===== config.mk =====
export PLATFORM = sky130hd
export DESIGN_NAME = store_lane_pack_unit
export DESIGN_NICKNAME = d
export VERILOG_FILES = /design/src/rtl/mem_stage_pkg.sv /design/src/rtl/store_lane_pack.sv /design/src/rtl/store_lane_pack_unit.sv
export SDC_FILE = /design/constraint.sdc
export NUM_CORES = 1
export LEC_CHECK = 0
export BUFFER_PORTS_ARGS = -buffer_cell sky130_fd_sc_hd__buf_2
export CAP_MARGIN = 10
export CORE_MARGIN = 8
export CORE_UTILIZATION = 35
export CTS_BUF_LIST = sky130_fd_sc_hd__clkbuf_8
export DETAILED_ROUTE_END_ITERATION = 10
export SLEW_MARGIN = 20
export SYNTH_ARGS = -nofsm -noshare
export SYNTH_HDL_FRONTEND = slang
export SYNTH_SLANG_ARGS = --single-unit
export TNS_END_PERCENT = 100

===== constraint.sdc =====
create_clock -name clk -period 4.02 [get_ports clk]
set_input_delay 0.804 -clock clk [delete_from_list [all_inputs] [get_ports clk]]
set_output_delay 0.804 -clock clk [all_outputs]
set_load 0.05 [all_outputs]

===== src/rtl/mem_stage_pkg.sv =====
// Shared memory-stage encodings: access sizes, store FSM states, byte-enable constants.
package mem_stage_pkg;

   typedef enum logic [1:0] {
      SZ_BYTE = 2'b00,
      SZ_HALF = 2'b01,
      SZ_WORD = 2'b10,
      SZ_ILL  = 2'b11
   } size_e;

   typedef enum logic {
      ST_IDLE = 1'b0,
      ST_WAIT = 1'b1
   } state_e;

   localparam logic [3:0] BE_ALL = 4'b1111;

endpackage


===== src/rtl/store_lane_pack.sv =====
// Combinational store packer: truncates the register value to the access width,
// replicates it across byte lanes and derives byte enables and the alignment fault.
module store_lane_pack
   import mem_stage_pkg::*;
(
   input  logic [1:0]  addr_lo,
   input  logic [1:0]  size,
   input  logic [31:0] data,
   output logic [31:0] wdata,
   output logic [3:0]  be,
   output logic        misaligned
);

   // Lane replication, enables and alignment per access size
   always_comb begin
      wdata      = data;
      be         = 4'b0000;
      misaligned = 1'b0;
      case (size_e'(size))
         SZ_BYTE: begin
            wdata = {4{data[7:0]}};
            be    = 4'b0001 << addr_lo;
         end
         SZ_HALF: begin
            wdata      = {2{data[15:0]}};
            be         = addr_lo[1] ? 4'b1100 : 4'b0011;
            misaligned = addr_lo[0];
         end
         SZ_WORD: begin
            wdata      = data;
            be         = BE_ALL;
            misaligned = (addr_lo != 2'b00);
         end
         default: begin
            misaligned = 1'b1;
         end
      endcase
   end

endmodule


===== src/rtl/store_lane_pack_unit.sv =====
// Memory-stage store unit: accepts one store at a time, drives a held valid/ready write
// to data memory, stalls upstream while outstanding, and reports done/misalign/timeout.
module store_lane_pack_unit
   import mem_stage_pkg::*;
#(
   parameter int unsigned ADDR_W  = 32,
   parameter int unsigned TIMEOUT = 16
) (
   input  logic              clk,
   input  logic              rst,
   input  logic              req_valid,
   output logic              req_ready,
   input  logic [ADDR_W-1:0] req_addr,
   input  logic [31:0]       req_wdata,
   input  logic [1:0]        req_size,
   output logic              stall,
   output logic              mem_valid,
   input  logic              mem_ready,
   output logic [ADDR_W-1:0] mem_addr,
   output logic [31:0]       mem_wdata,
   output logic [3:0]        mem_be,
   output logic              done,
   output logic              misalign,
   output logic              timeout_err
);

   localparam int unsigned CNT_W = (TIMEOUT > 2) ? $clog2(TIMEOUT) : 1;
   localparam logic [CNT_W-1:0] CNT_LAST = CNT_W'(TIMEOUT - 1);

   state_e           state;
   logic [CNT_W-1:0] cnt;
   logic [31:0]      pack_wdata;
   logic [3:0]       pack_be;
   logic             pack_mis;

   store_lane_pack u_pack (
      .addr_lo    (req_addr[1:0]),
      .size       (req_size),
      .data       (req_wdata),
      .wdata      (pack_wdata),
      .be         (pack_be),
      .misaligned (pack_mis)
   );

   // Acceptance is gated by reset so the pipeline never hands over a store that gets lost
   assign req_ready = (state == ST_IDLE) && !rst;

   // Store FSM with registered handshake, stall and status pulses
   always_ff @(posedge clk) begin
      if (rst) begin
         state       <= ST_IDLE;
         cnt         <= '0;
         mem_valid   <= 1'b0;
         stall       <= 1'b0;
         done        <= 1'b0;
         misalign    <= 1'b0;
         timeout_err <= 1'b0;
         mem_addr    <= '0;
         mem_wdata   <= '0;
         mem_be      <= '0;
      end else begin
         done        <= 1'b0;
         misalign    <= 1'b0;
         timeout_err <= 1'b0;
         unique case (state)
            ST_IDLE: begin
               if (req_valid) begin
                  if (pack_mis) begin
                     misalign <= 1'b1;
                  end else begin
                     mem_addr  <= {req_addr[ADDR_W-1:2], 2'b00};
                     mem_wdata <= pack_wdata;
                     mem_be    <= pack_be;
                     cnt       <= '0;
                     mem_valid <= 1'b1;
                     stall     <= 1'b1;
                     state     <= ST_WAIT;
                  end
               end
            end
            ST_WAIT: begin
               // Acceptance wins over timeout when both land on the final cycle
               if (mem_ready) begin
                  done      <= 1'b1;
                  mem_valid <= 1'b0;
                  stall     <= 1'b0;
                  state     <= ST_IDLE;
               end else if (cnt == CNT_LAST) begin
                  timeout_err <= 1'b1;
                  mem_valid   <= 1'b0;
                  stall       <= 1'b0;
                  state       <= ST_IDLE;
               end else begin
                  cnt <= cnt + 1'b1;
               end
            end
            default: begin
               state <= ST_IDLE;
            end
         endcase
      end
   end

endmodule


==> report_table.html, run 1 <==
<table>
<tr><th>Metric</th><th>Value</th></tr>
<tr><th colspan="2">Logic synthesis</th></tr>
<tr><td>Largest family of logic cells by synthesized area</td><td>multiplexers</td></tr>
<tr><td>Adder and majority cell fraction of the synthesized area</td><td>0.361%</td></tr>
<tr><td>Sequential element share of the synthesized area</td><td>43.3%</td></tr>
<tr><td>Post-synthesis instance total</td><td>376</td></tr>
<tr><td>Average instance area after synthesis</td><td>9.22 um^2</td></tr>
<tr><td>Post-synthesis instance area</td><td>3470 um^2</td></tr>
<tr><td>Ys Warns</td><td>0</td></tr>
<tr><td>Distinct cell type count of the synthesized netlist</td><td>42</td></tr>
<tr><td>Area fraction in compound gates after synthesis</td><td>16.1%</td></tr>
<tr><td>FF+latch count, synth</td><td>75</td></tr>
<tr><td>Xor/xnor share of the synthesized area</td><td>0%</td></tr>
<tr><td>Post-synthesis mux area share</td><td>18.5%</td></tr>
<tr><td>Post-synthesis share of cell area spent on and, or, nand and nor gates</td><td>15.0%</td></tr>
<tr><th colspan="2">Die</th></tr>
<tr><td>Die outline height</td><td>116 um</td></tr>
<tr><td>Top-Level Pins</td><td>144</td></tr>
<tr><td>Die Footprint</td><td>13400 um^2</td></tr>
<tr><td>Chip width</td><td>116 um</td></tr>
<tr><td>Initial standard-cell utilization of the core</td><td>35.8%</td></tr>
<tr><td>Row cnt</td><td>36</td></tr>
<tr><td>Total core area</td><td>9680 um^2</td></tr>
<tr><th colspan="2">Setup path</th></tr>
<tr><td>Count of cells along the worst register-to-register path</td><td>4</td></tr>
<tr><td>Launching point of the worst reg2reg path</td><td>state</td></tr>
<tr><td>Critical path peak fanout</td><td>74</td></tr>
<tr><td>Req. time, crit path</td><td>4.25 ns</td></tr>
<tr><td>Worst-case register-to-register setup slack</td><td>around 1.8 ns</td></tr>
<tr><td>Crit. End Element</td><td>flip-flop</td></tr>
<tr><td>Startpoint type of the worst setup path</td><td>input pin</td></tr>
<tr><td>Destination of the worst register-to-register timing path</td><td>mem_addr[9]</td></tr>
<tr><td>Data arrival, critical path</td><td>2.88 ns</td></tr>
<tr><td>Path type of the worst setup path</td><td>in -&gt; reg</td></tr>
<tr><th colspan="2">Timing</th></tr>
<tr><td>Final Hold Viols</td><td>0</td></tr>
<tr><td>Setup TNS after final layout</td><td>0 ns</td></tr>
<tr><td>Setup repair after global routing missed its margin</td><td>false</td></tr>
<tr><td>Final setup violation count</td><td>0</td></tr>
<tr><td>Highest clock frequency the design can meet</td><td>~380 MHz</td></tr>
<tr><td>Max-slew headroom at the worst pin</td><td>38.0%</td></tr>
<tr><td>Final worst path period need</td><td>2.65 ns</td></tr>
<tr><td>Clock skew after layout</td><td>0.0128 ns</td></tr>
<tr><td>Pin slew with the least headroom to its limit</td><td>0.931 ns</td></tr>
<tr><td>Period utilisation layout</td><td>66.0%</td></tr>
<tr><td>Count of pins over their slew limit</td><td>0</td></tr>
<tr><th colspan="2">Power and ir drop</th></tr>
<tr><td>Combinational power share</td><td>22.0%</td></tr>
<tr><td>Switching power share of the total</td><td>32.3%</td></tr>
<tr><td>Internal power of the cells</td><td>1.25 mW</td></tr>
<tr><td>Sequential share of power</td><td>43.6%</td></tr>
<tr><td>Cell Pwr Density</td><td>about 420 nW/um^2</td></tr>
<tr><td>Fraction of power consumed by the clock network</td><td>approximately a third</td></tr>
<tr><td>Net Switching</td><td>0.598 mW</td></tr>
<tr><td>Peak supply drop</td><td>0.200 mV</td></tr>
<tr><td>Static Leak</td><td>roughly 2.0 nW</td></tr>
<tr><th colspan="2">Worst hold path</th></tr>
<tr><td>Start point of the worst hold path</td><td>mem_wdata[6]</td></tr>
<tr><td>Number of stages on the worst hold path</td><td>2</td></tr>
<tr><td>Hold Crit Class</td><td>reg -&gt; reg</td></tr>
<tr><td>Worst Hold Endpoint</td><td>mem_wdata[6]</td></tr>
<tr><th colspan="2">Global routing</th></tr>
<tr><td>Total grt overflow</td><td>0</td></tr>
<tr><td>Global-route total usage across every layer</td><td>14.8%</td></tr>
<tr><td>Initial antenna violation count</td><td>0</td></tr>
<tr><td>Largest net degree at the start of global routing</td><td>75</td></tr>
<tr><td>Via count of the first global-routing pass</td><td>3062</td></tr>
<tr><td>First-pass GRT wire length</td><td>15.7 mm</td></tr>
<tr><th colspan="2">Cells and area</th></tr>
<tr><td>Layout-stage area growth over the synthesis result</td><td>26.6%</td></tr>
<tr><td>Area of combinational cells with multiple inputs</td><td>roughly 1700 um^2</td></tr>
<tr><td>Share of final-layout standard cells stronger than drive strength 1</td><td>between 30% and 40%</td></tr>
<tr><td>Layout filler cell count</td><td>985</td></tr>
<tr><td>Highest-count cells in the layout ignoring fill and taps</td><td>sky130_fd_sc_hd__buf_2 (141), sky130_fd_sc_hd__nand2_1 (96), sky130_fd_sc_hd__dfxtp_1 (75)</td></tr>
<tr><td>Number of diodes</td><td>0</td></tr>
<tr><td>Number of nets in the final layout</td><td>565</td></tr>
<tr><td>Final core utilization</td><td>45.3%</td></tr>
<tr><td>Most frequent standard cell in the layout excluding fill and tap cells</td><td>sky130_fd_sc_hd__buf_2</td></tr>
<tr><td>Area of all sequential standard cells</td><td>approximately 1500 um^2</td></tr>
<tr><th colspan="2">Route</th></tr>
<tr><td>Overall via count from detail_route</td><td>3110</td></tr>
<tr><td>Average wire per standard cell</td><td>16.0 um</td></tr>
<tr><td>First-pass DRT Iterations</td><td>5</td></tr>
<tr><td>Remaining design rule violation count</td><td>0</td></tr>
<tr><td>Detailed Route Iter0 Violations</td><td>197</td></tr>
<tr><td>Vias per std cell</td><td>4.92</td></tr>
<tr><td>Total wire length</td><td>just over 10 mm</td></tr>
<tr><td>Final antenna-violating net count</td><td>0</td></tr>
<tr><th colspan="2">Clock network</th></tr>
<tr><td>Hold-fix buffers at CTS</td><td>0</td></tr>
<tr><td>CTS root buffer</td><td>sky130_fd_sc_hd__clkbuf_8</td></tr>
<tr><td>Total setup buffers inserted after CTS</td><td>0</td></tr>
<tr><td>Clock transition time at the flip-flop clock pins of the worst setup and hold paths</td><td>0.09 ns</td></tr>
<tr><td>CTS H-Tree Depth</td><td>3</td></tr>
<tr><td>Num Clock Sinks</td><td>75</td></tr>
<tr><td>TritonCTS clock tree</td><td>done</td></tr>
<tr><td>Number of clock buffers inserted by TritonCTS</td><td>9</td></tr>
<tr><td>Clock insertion delay at the later pin of the skew report</td><td>between 0.3 and 0.4 ns</td></tr>
<tr><td>Maximum number of buffers from clock root to sink</td><td>2</td></tr>
<tr><td>Resized Gates After CTS</td><td>0</td></tr>
<tr><th colspan="2">Place</th></tr>
<tr><td>Port-buffer cells</td><td>141</td></tr>
<tr><td>Post-detail-place hpwl</td><td>7.48 mm</td></tr>
<tr><td>Placer Congestion</td><td>0.727</td></tr>
<tr><th colspan="2">Job</th></tr>
<tr><td>Max_cap viols</td><td>0</td></tr>
<tr><th colspan="2">Status</th></tr>
<tr><td>Result of the run</td><td>completed</td></tr>
</table>
[layout make-up]
class	count	area share [%]
clock buffer	9	2.82
clock inverter	7	2.11
inverter	6	0.541
multi-input combinational	258	39.7
sequential	75	34.2
tap	133	3.79
timing repair buffer	144	16.9
[how the worst max path moves through the flow]
stage                            from           end  slack, ns  cells past startpoint
after global placement    req_size[1]  mem_wdata[3]       1.18                      5
final                             rst        cnt[1]       1.37                      4
after global routing              rst  mem_wdata[1]       1.17                      5
after detailed placement  req_size[1]   mem_addr[9]       1.05                      5
after floorplan                   rst     req_ready       1.36                      3
after CTS                 req_size[1]   mem_addr[9]       1.41                      5
[layer usage]
layer  GRT usage (%)  vias up  routed length [um]  part of all wire, %
met1            18.5     1449                4530                   45
met4            5.08        0                  97                 0.96
met3            3.18        6                 570                  5.6
met5               0        -                   0                    0
met2            24.4       83                4910                   49
li1                -     1572                   -                    -
[cell families (layout without fill, tap and decap cells)]
kind of cell             Yosys count  in the layout
AND/OR/NAND/NOR                  122            122
flip-flops                        75             75
AO/OA/AOI/OAI                     70             70
multiplexers                      63             63
buffers and inverters             44            166
adder cells (fa/ha/maj)            1              1
other                              1              2
[power groups by stage]
stage	clock network, mW	registers, mW	logic (mW)
CTS	0.654	0.808	0.412
finish	0.636	0.808	0.408
floorplan	0	0.963	0.164
detailed placement	0	0.825	0.410
global route	0.694	0.813	0.436
global placement	0	0.824	0.406
[cell usage after synthesis, drive strengths merged]
cell type,instances,area share (%)
nor2,3,0.32
mux2i,55,16
nor4,1,0.18
clkbuf,19,2.1
o221a,1,0.32
conb,1,0.11
a2111oi,1,0.25
a211oi,8,1.9
nor2b,2,0.36
mux2,8,2.6
nand2b,10,1.8
nand2,96,10
a41o,1,0.29
a41oi,16,4.0
a311oi,8,2.0
ha,1,0.36
a31o,1,0.25
dfxtp,75,43
and3,2,0.36
a21oi,2,0.29
o211ai,10,2.2
o22ai,1,0.18
nand4,2,0.36
a221oi,2,0.51
o21ai,12,2.4
nor3b,2,0.43
or2,1,0.18
nand3,1,0.14
o21a,2,0.43
a32o,1,0.29
o221ai,1,0.25
a31oi,3,0.54
and4,2,0.51
buf,19,3.9
inv,6,0.65
[worst max-delay path, cell delays in order]
cell and delay, ns:
sky130_fd_sc_hd__buf_2 0.45, sky130_fd_sc_hd__clkinv_2 0.88, sky130_fd_sc_hd__and4_1 0.54, sky130_fd_sc_hd__a41o_1 0.19
[registers in the layout, summed over array words and instances (netlist names), 4 cells and up]
name,cells
mem_be,4
mem_addr,30
cnt,4
mem_wdata,32
[stage by stage]
step	power [mW]	area, um^2	worst slack (ns)	cells	hold slack (ns)
after floorplan	1.13	3470	1.36	377	0.467
after global placement	1.23	4170	1.18	616	0.440
after detailed placement	1.24	4170	1.05	616	0.445
after CTS	1.87	4390	1.41	632	0.458
after global routing	1.94	4390	1.17	632	0.476
final	1.85	4390	1.37	632	0.456
Note: power is estimated with default switching activity, not from simulation.
==> run 2: changes to the inputs <==
clock period = 2.2 ns   (was 4.02 ns; I/O delays follow)
==> report_table.html, run 2 (same netlist as run 1, synthesis figures left out) <==
<table>
<tr><th>Metric</th><th>Value</th></tr>
<tr><th colspan="2">Status</th></tr>
<tr><td>Result of the run</td><td>completed</td></tr>
<tr><th colspan="2">Route</th></tr>
<tr><td>Final antenna-violating net count</td><td>0 (unchanged)</td></tr>
<tr><td>Detailed Route Iter0 Violations</td><td>134 (-32%)</td></tr>
<tr><td>Remaining design rule violation count</td><td>0 (unchanged)</td></tr>
<tr><td>Average wire per standard cell</td><td>15.7 um (-1.9%)</td></tr>
<tr><td>Overall via count from detail_route</td><td>3139 (+0.93%)</td></tr>
<tr><td>Vias per std cell</td><td>4.91 (-0.17%)</td></tr>
<tr><td>Total wire length</td><td>10.0 mm (-0.81%)</td></tr>
<tr><td>First-pass DRT Iterations</td><td>6 (+1)</td></tr>
<tr><th colspan="2">Cells and area</th></tr>
<tr><td>Area of all placed cells without fillers</td><td>4460 um^2 (+1.7%)</td></tr>
<tr><td>Area of all sequential standard cells</td><td>1500 um^2 (unchanged)</td></tr>
<tr><td>Largest registers</td><td>mem_wdata (32), mem_addr (30)</td></tr>
<tr><td>Share of final-layout standard cells stronger than drive strength 1</td><td>36.0% (+0.90 points)</td></tr>
<tr><td>Most frequent standard cell in the layout excluding fill and tap cells</td><td>sky130_fd_sc_hd__buf_2</td></tr>
<tr><td>Final core utilization</td><td>46.1% (+0.76 points)</td></tr>
<tr><td>Number of diodes</td><td>0 (unchanged)</td></tr>
<tr><td>Max FFs per register</td><td>32 (unchanged)</td></tr>
<tr><td>Layout filler cell count</td><td>1008 (+2.3%)</td></tr>
<tr><td>Area of combinational cells with multiple inputs</td><td>1740 um^2 (unchanged)</td></tr>
<tr><td>Highest-count cells in the layout ignoring fill and taps</td><td>sky130_fd_sc_hd__buf_2 (141), sky130_fd_sc_hd__nand2_1 (96), sky130_fd_sc_hd__dfxtp_1 (75)</td></tr>
<tr><td>Number of nets in the final layout</td><td>572 (+1.2%)</td></tr>
<tr><td>Top register by number of flip-flops</td><td>mem_wdata</td></tr>
<tr><td>Layout-stage area growth over the synthesis result</td><td>28.7%</td></tr>
<tr><th colspan="2">Place</th></tr>
<tr><td>Port-buffer cells</td><td>141 (unchanged)</td></tr>
<tr><td>Post-placement setup slack</td><td>0.386 ns (-0.669 ns)</td></tr>
<tr><td>Area post-placement</td><td>4240 um^2 (+1.6%)</td></tr>
<tr><td>Post-detail-place hpwl</td><td>7.63 mm (+2.0%)</td></tr>
<tr><td>Placer Congestion</td><td>0.741 (+2.0%)</td></tr>
<tr><th colspan="2">Setup path</th></tr>
<tr><td>Startpoint type of the worst setup path</td><td>flip-flop</td></tr>
<tr><td>Crit. End Element</td><td>flip-flop</td></tr>
<tr><td>Critical path peak fanout</td><td>13 (-82%)</td></tr>
<tr><td>Launching point of the worst reg2reg path</td><td>state</td></tr>
<tr><td>Path type of the worst setup path</td><td>reg -&gt; reg</td></tr>
<tr><td>Req. time, crit path</td><td>2.43 ns (-1.82 ns)</td></tr>
<tr><td>Worst-case register-to-register setup slack</td><td>0.56 ns (-1.21 ns)</td></tr>
<tr><td>Destination of the worst register-to-register timing path</td><td>mem_valid</td></tr>
<tr><td>Data arrival, critical path</td><td>1.87 ns (-1.01 ns)</td></tr>
<tr><td>Count of cells along the worst register-to-register path</td><td>4 (unchanged)</td></tr>
<tr><td>Crit path to</td><td>mem_valid</td></tr>
<tr><td>Critical Path Source</td><td>state</td></tr>
<tr><th colspan="2">Clock network</th></tr>
<tr><td>Clock insertion delay at the later pin of the skew report</td><td>0.34 ns (about the same)</td></tr>
<tr><td>Number of clock buffers inserted by TritonCTS</td><td>9 (unchanged)</td></tr>
<tr><td>Num Clock Sinks</td><td>75 (unchanged)</td></tr>
<tr><td>Total setup buffers inserted after CTS</td><td>0 (unchanged)</td></tr>
<tr><td>CTS root buffer</td><td>sky130_fd_sc_hd__clkbuf_8</td></tr>
<tr><td>CTS H-Tree Depth</td><td>3 (unchanged)</td></tr>
<tr><td>Maximum number of buffers from clock root to sink</td><td>2 (unchanged)</td></tr>
<tr><td>TritonCTS clock tree</td><td>done</td></tr>
<tr><td>Clock transition time at the flip-flop clock pins of the worst setup and hold paths</td><td>0.08 ns (about the same)</td></tr>
<tr><td>Hold-fix buffers at CTS</td><td>0 (unchanged)</td></tr>
<tr><td>Resized Gates After CTS</td><td>0 (unchanged)</td></tr>
<tr><th colspan="2">Timing</th></tr>
<tr><td>Period utilisation layout</td><td>74.7%</td></tr>
<tr><td>Final Hold Viols</td><td>0 (unchanged)</td></tr>
<tr><td>Setup repair after global routing missed its margin</td><td>false</td></tr>
<tr><td>Final setup violation count</td><td>0 (unchanged)</td></tr>
<tr><td>Setup slack of the critical path after layout</td><td>0.557 ns (-0.811 ns)</td></tr>
<tr><td>Clock skew after layout</td><td>0.00823 ns (-0.00456 ns)</td></tr>
<tr><td>Highest clock frequency the design can meet</td><td>slightly above 600 MHz</td></tr>
<tr><td>Final worst path period need</td><td>around 1.6 ns</td></tr>
<tr><td>Count of pins over their slew limit</td><td>0 (unchanged)</td></tr>
<tr><td>Setup TNS after final layout</td><td>0 ns (unchanged)</td></tr>
<tr><th colspan="2">Die</th></tr>
<tr><td>Top-Level Pins</td><td>144 (unchanged)</td></tr>
<tr><td>Die outline height</td><td>116 um (unchanged)</td></tr>
<tr><td>Total core area</td><td>9680 um^2 (unchanged)</td></tr>
<tr><td>Die Footprint</td><td>13400 um^2 (unchanged)</td></tr>
<tr><td>Chip width</td><td>116 um (unchanged)</td></tr>
<tr><td>Initial standard-cell utilization of the core</td><td>35.8% (unchanged)</td></tr>
<tr><td>Row cnt</td><td>36 (unchanged)</td></tr>
<tr><th colspan="2">Global routing</th></tr>
<tr><td>First-pass GRT wire length</td><td>15.9 mm (+1.1%)</td></tr>
<tr><td>Largest net degree at the start of global routing</td><td>93 (+24%)</td></tr>
<tr><td>Total grt overflow</td><td>0 (unchanged)</td></tr>
<tr><td>Initial antenna violation count</td><td>0 (unchanged)</td></tr>
<tr><td>Global-route total usage across every layer</td><td>14.9% (+0.12 points)</td></tr>
<tr><td>Via count of the first global-routing pass</td><td>3207 (+4.7%)</td></tr>
<tr><th colspan="2">Power and ir drop</th></tr>
<tr><td>Static Leak</td><td>2.04 nW (+2.3%)</td></tr>
<tr><td>Cell Pwr Density</td><td>768 nW/um^2 (+82%)</td></tr>
<tr><td>Power consumption</td><td>3.43 mW (+85%)</td></tr>
<tr><td>Peak supply drop</td><td>0.350 mV (+75%)</td></tr>
<tr><th colspan="2">Worst hold path</th></tr>
<tr><td>Hold Crit Class</td><td>in -&gt; reg</td></tr>
<tr><th colspan="2">Job</th></tr>
<tr><td>Max_cap viols</td><td>0 (unchanged)</td></tr>
</table>
run 2: cell type report:
class / instances / area share [%]
Sequential cell: 75 / 33.6
Tap cell: 133 / 3.73
Inverter: 6 / 0.504
Clock inverter: 6 / 1.99
Timing Repair Buffer: 151 / 18.0
Multi-Input combinational cell: 258 / 39.0
Clock buffer: 10 / 3.08
run 2: power breakdown:
part / switching, mW / internal [mW] / leakage [nW]
clock: 0.524 / 0.672 / 0.114
sequential: 0.0414 / 1.43 / 0.612
combinational: 0.528 / 0.230 / 1.31
run 2: worst min-delay path by stage:
stage | end | startpoint | depth (start not counted)
after floorplan | timeout_err | cnt[3] | 2
after global placement | mem_addr[3] | mem_addr[3] | 2
after detailed placement | mem_wdata[6] | mem_wdata[6] | 2
after CTS | mem_addr[14] | req_addr[14] | 3
after global routing | mem_addr[14] | req_addr[14] | 3
final | mem_addr[4] | req_addr[4] | 3
run 2: worst max-delay path, stage by stage (launching register included):
cell and delay, ns:
sky130_fd_sc_hd__dfxtp_1 0.55, sky130_fd_sc_hd__inv_1 0.24, sky130_fd_sc_hd__and4_2 0.26, sky130_fd_sc_hd__buf_4 0.21, sky130_fd_sc_hd__o221a_2 0.27
run 2: through the flow:
stage | std cells | hold slack [ns]
3_3_place_gp | 623 | 0.439
2_1_floorplan | 377 | 0.467
4_1_cts | 639 | 0.309
6_report | 639 | 0.332
3_5_place_dp | 623 | 0.445
5_1_grt | 639 | 0.322
run 2: per-layer routing:
metal / vias to the layer above / wire, um / GRT usage (%)
met3: 12 / 674 / 4.01
met1: 1457 / 4390 / 17.7
met5: - / 0 / 0
li1: 1580 / - / -
met2: 90 / 4810 / 24.8
met4: 0 / 144 / 6.22
==> run 3: changes to the inputs <==
ABC_AREA = 1   (was unset)
clock period = 1.49 ns   (was 2.2 ns; I/O delays follow)
==> report_table.html, run 3 <==
<table>
<tr><th>Metric</th><th>Value</th></tr>
<tr><th colspan="2">Clock network</th></tr>
<tr><td>Clock insertion delay at the later pin of the skew report</td><td>0.35 ns (about the same)</td></tr>
<tr><td>Total setup buffers inserted after CTS</td><td>0 (unchanged)</td></tr>
<tr><td>Clock transition time at the flip-flop clock pins of the worst setup and hold paths</td><td>0.08 ns (about the same)</td></tr>
<tr><td>Maximum number of buffers from clock root to sink</td><td>2 (unchanged)</td></tr>
<tr><td>TritonCTS clock tree</td><td>done</td></tr>
<tr><td>CTS H-Tree Depth</td><td>3 (unchanged)</td></tr>
<tr><td>CTS root buffer</td><td>sky130_fd_sc_hd__clkbuf_8</td></tr>
<tr><td>Number of clock buffers inserted by TritonCTS</td><td>9 (unchanged)</td></tr>
<tr><td>Num Clock Sinks</td><td>75 (unchanged)</td></tr>
<tr><td>Hold-fix buffers at CTS</td><td>0 (unchanged)</td></tr>
<tr><th colspan="2">Logic synthesis</th></tr>
<tr><td>Average instance area after synthesis</td><td>7.12 um^2 (-23%)</td></tr>
<tr><td>FF+latch count, synth</td><td>75 (unchanged)</td></tr>
<tr><td>Sequential element share of the synthesized area</td><td>47.0% (+3.8 points)</td></tr>
<tr><td>Area leader, netlist</td><td>sky130_fd_sc_hd__dfxtp_1</td></tr>
<tr><td>Commonest register cell after synthesis</td><td>sky130_fd_sc_hd__dfxtp_1</td></tr>
<tr><td>Ys Warns</td><td>0 (unchanged)</td></tr>
<tr><td>Biggest area contributors in the synthesized netlist</td><td>sky130_fd_sc_hd__dfxtp_1 (47%), sky130_fd_sc_hd__nand2_1 (14%), sky130_fd_sc_hd__a21oi_1 (9.7%)</td></tr>
<tr><td>Most used standard cells in the synthesized netlist</td><td>sky130_fd_sc_hd__nand2_1 (116), sky130_fd_sc_hd__dfxtp_1 (75), sky130_fd_sc_hd__a21oi_1 (62)</td></tr>
<tr><td>Distinct cell type count of the synthesized netlist</td><td>20 (-52%)</td></tr>
<tr><td>Post-synthesis instance total</td><td>448 (+19%)</td></tr>
<tr><td>Most repeated cell in the gate-level netlist after synthesis</td><td>sky130_fd_sc_hd__nand2_1</td></tr>
<tr><td>Post-synthesis instance area</td><td>3190 um^2 (-8.0%)</td></tr>
<tr><td>Fraction of registers with async set/reset</td><td>0% (unchanged)</td></tr>
<tr><td>Post-synth EDFFs</td><td>0 (unchanged)</td></tr>
<tr><td>Fraction of synthesized cell area taken by the top area cell type</td><td>47.0% (+3.8 points)</td></tr>
<tr><th colspan="2">Place</th></tr>
<tr><td>Post-detail-place hpwl</td><td>7.50 mm (-1.8%)</td></tr>
<tr><td>Placer Congestion</td><td>0.833 (+12%)</td></tr>
<tr><td>Port-buffer cells</td><td>141 (unchanged)</td></tr>
<tr><td>Post-placement setup slack</td><td>0.0642 ns (-0.322 ns)</td></tr>
<tr><th colspan="2">Timing</th></tr>
<tr><td>Highest clock frequency the design can meet</td><td>704 MHz</td></tr>
<tr><td>Final Hold Viols</td><td>0 (unchanged)</td></tr>
<tr><td>Count of pins over their slew limit</td><td>0 (unchanged)</td></tr>
<tr><td>Setup slack of the critical path after layout</td><td>0.0689 ns (-0.488 ns)</td></tr>
<tr><td>Period utilisation layout</td><td>between 90% and 100%</td></tr>
<tr><td>Setup TNS after final layout</td><td>0 ns (unchanged)</td></tr>
<tr><td>Final worst path period need</td><td>1.42 ns</td></tr>
<tr><td>Clock skew after layout</td><td>0.00847 ns (+0.000239 ns)</td></tr>
<tr><td>Final setup violation count</td><td>0 (unchanged)</td></tr>
<tr><td>Tightest hold margin</td><td>0.144 ns (-0.188 ns)</td></tr>
<tr><td>Setup repair after global routing missed its margin</td><td>false</td></tr>
<tr><th colspan="2">Cells and area</th></tr>
<tr><td>Largest registers</td><td>mem_wdata (32), mem_addr (30)</td></tr>
<tr><td>Layout-stage area growth over the synthesis result</td><td>32.7%</td></tr>
<tr><td>Max FFs per register</td><td>32 (unchanged)</td></tr>
<tr><td>Top register by number of flip-flops</td><td>mem_wdata</td></tr>
<tr><td>Number of diodes</td><td>0 (unchanged)</td></tr>
<tr><td>Highest-count cells in the layout ignoring fill and taps</td><td>sky130_fd_sc_hd__buf_2 (140), sky130_fd_sc_hd__nand2_1 (116), sky130_fd_sc_hd__dfxtp_1 (75)</td></tr>
<tr><td>Number of nets in the final layout</td><td>650 (+14%)</td></tr>
<tr><td>Most frequent standard cell in the layout excluding fill and tap cells</td><td>sky130_fd_sc_hd__buf_2</td></tr>
<tr><td>Share of final-layout standard cells stronger than drive strength 1</td><td>30.4% (-5.6 points)</td></tr>
<tr><th colspan="2">Status</th></tr>
<tr><td>Result of the run</td><td>completed</td></tr>
<tr><th colspan="2">Die</th></tr>
<tr><td>Top-Level Pins</td><td>144 (unchanged)</td></tr>
<tr><td>Row cnt</td><td>35 (-2.8%)</td></tr>
<tr><td>Total core area</td><td>9020 um^2 (-6.8%)</td></tr>
<tr><td>Die Footprint</td><td>12400 um^2 (-6.9%)</td></tr>
<tr><td>Chip width</td><td>111 um (-3.5%)</td></tr>
<tr><td>Initial standard-cell utilization of the core</td><td>35.4% (-0.43 points)</td></tr>
<tr><td>Die outline height</td><td>111 um (-3.5%)</td></tr>
<tr><th colspan="2">Global routing</th></tr>
<tr><td>Initial antenna violation count</td><td>0 (unchanged)</td></tr>
<tr><td>Total grt overflow</td><td>0 (unchanged)</td></tr>
<tr><td>Largest net degree at the start of global routing</td><td>61 (-34%)</td></tr>
<tr><td>Via count of the first global-routing pass</td><td>3317 (+3.4%)</td></tr>
<tr><td>Global-route total usage across every layer</td><td>15.9% (+1.0 points)</td></tr>
<tr><td>First-pass GRT wire length</td><td>16.4 mm (+3.5%)</td></tr>
<tr><th colspan="2">Route</th></tr>
<tr><td>Detailed Route Iter0 Violations</td><td>158 (+18%)</td></tr>
<tr><td>Total wire length</td><td>10.1 mm (+1.0%)</td></tr>
<tr><td>Final antenna-violating net count</td><td>0 (unchanged)</td></tr>
<tr><td>Average wire per standard cell</td><td>14.6 um (-7.0%)</td></tr>
<tr><td>Vias per std cell</td><td>4.87 (-0.77%)</td></tr>
<tr><td>First-pass DRT Iterations</td><td>5 (-1)</td></tr>
<tr><td>Remaining design rule violation count</td><td>0 (unchanged)</td></tr>
<tr><td>Overall via count from detail_route</td><td>3383 (+7.8%)</td></tr>
<tr><th colspan="2">Job</th></tr>
<tr><td>Max_cap viols</td><td>0 (unchanged)</td></tr>
<tr><th colspan="2">Setup path</th></tr>
<tr><td>Path type of the worst setup path</td><td>reg -&gt; out</td></tr>
<tr><td>Crit. End Element</td><td>output pin</td></tr>
<tr><td>Req. time, crit path</td><td>1.19 ns (-1.24 ns)</td></tr>
<tr><td>CP cell instances</td><td>buf_4 -&gt; nor2_2 -&gt; buf_6</td></tr>
<tr><td>Critical path peak fanout</td><td>6 (-7)</td></tr>
<tr><td>Startpoint type of the worst setup path</td><td>flip-flop</td></tr>
<tr><td>Crit path max-delay cell type</td><td>sky130_fd_sc_hd__dfxtp_1</td></tr>
<tr><td>Data arrival, critical path</td><td>1.12 ns (-0.75 ns)</td></tr>
<tr><td>Critical Path Max Stage Delay</td><td>0.34 ns (-0.21 ns)</td></tr>
<tr><td>Kind of cell with the highest combined delay on the critical path</td><td>flip-flops</td></tr>
<tr><td>Number of buffers and inverters on the critical path</td><td>2 (unchanged)</td></tr>
<tr><th colspan="2">Power and ir drop</th></tr>
<tr><td>Peak supply drop</td><td>0.403 mV (+15%)</td></tr>
<tr><td>Cell Pwr Density</td><td>1180 nW/um^2 (+54%)</td></tr>
<tr><td>Static Leak</td><td>2.06 nW (+1.2%)</td></tr>
<tr><th colspan="2">Worst hold path</th></tr>
<tr><td>Hold Crit Class</td><td>in -&gt; reg</td></tr>
</table>
==> run 3: cell count changes in the layout (fill, tap and decap cells not counted), moves of 3 or more <==
cell	previous run	this run
sky130_fd_sc_hd__a21oi_1	2	62
sky130_fd_sc_hd__mux2i_1	55	0
sky130_fd_sc_hd__nand3_1	1	52
sky130_fd_sc_hd__nor2_1	3	37
sky130_fd_sc_hd__nand2_1	96	116
sky130_fd_sc_hd__inv_1	6	24
sky130_fd_sc_hd__a41oi_1	16	0
sky130_fd_sc_hd__o21ai_0	10	26
sky130_fd_sc_hd__nand2b_1	10	0
sky130_fd_sc_hd__a311oi_1	8	0
sky130_fd_sc_hd__mux2_2	8	0
sky130_fd_sc_hd__a211oi_1	7	0
sky130_fd_sc_hd__a31oi_1	3	0
==> run 3: cells by family (layout without fill, tap and decap cells) <==
group                    after synthesis  after routing  synth area share, %
AND/OR/NAND/NOR                      214            214                 27.8
flip-flops                            75             75                 47.0
adder cells (fa/ha/maj)                1              1                0.392
buffers and inverters                 60            194                 8.70
AO/OA/AOI/OAI                         96             96                 15.7
other                                  1              2                0.117
XOR/XNOR                               1              1                0.274
==> run 3: final cells by class <==
cell class	instances	area (um^2)
clock inverters	6	90.1
fillers	985	4790
repair buffers	155	867
clock buffers	9	124
multi-input cells	314	1420
inverters	24	90.1
flip-flops and latches	75	1500
well taps	111	139
==> run 3: per-layer routing <==
layer  part of all wire [%]  track usage [%]  routed length [um]  up-vias
met5                      0                0                   0        -
met4                    1.7             6.31                 169        0
met3                    7.0             5.22                 705       12
met2                     48             25.6                4860      106
met1                     43             19.1                4390     1554
li1                       -                -                   -     1711
==> run 3: metrics by stage <==
stage | cells | total power, mW | area, um^2 | utilization (%)
5_1_grt | 694 | 5.27 | 4240 | 46.9
3_3_place_gp | 679 | 3.35 | 4020 | 44.5
6_report | 694 | 5.01 | 4240 | 46.9
2_1_floorplan | 449 | 3.01 | 3200 | -
3_5_place_dp | 679 | 3.36 | 4020 | 44.5
4_1_cts | 694 | 5.08 | 4230 | 46.9
==> run 3: path summary, 6_finish.rpt <==
check / cells past startpoint / to / slack, ns / start
worst min register to register: 2 / mem_addr[24] / 0.46 / mem_addr[24]
worst max-delay path: 3 / req_ready / 0.07 / state
worst min-delay path: 2 / timeout_err / 0.14 / mem_ready
worst max register to register: 7 / cnt[3] / 0.21 / cnt[0]
==> run 3: timing repair <==
item                                    CTS  global route
cloned                                    0             0
endpoints found under the setup margin    1             1
resized for setup                         1             1
==> run 3: power breakdown <==
| group | internal [mW] | switching (mW) |
|---|---|---|
| combinational | 0.319 | 0.813 |
| sequential | 2.12 | 0.0584 |
| clock | 0.940 | 0.769 |
==> run 3: worst reg2reg max path: cells and delay by family, from the launching register on <==
family | cells | cell delay [ns]
flip-flops | 1 | 0.38
adder cells (fa/ha/maj) | 1 | 0.21
AND/OR/NAND/NOR | 6 | 0.66
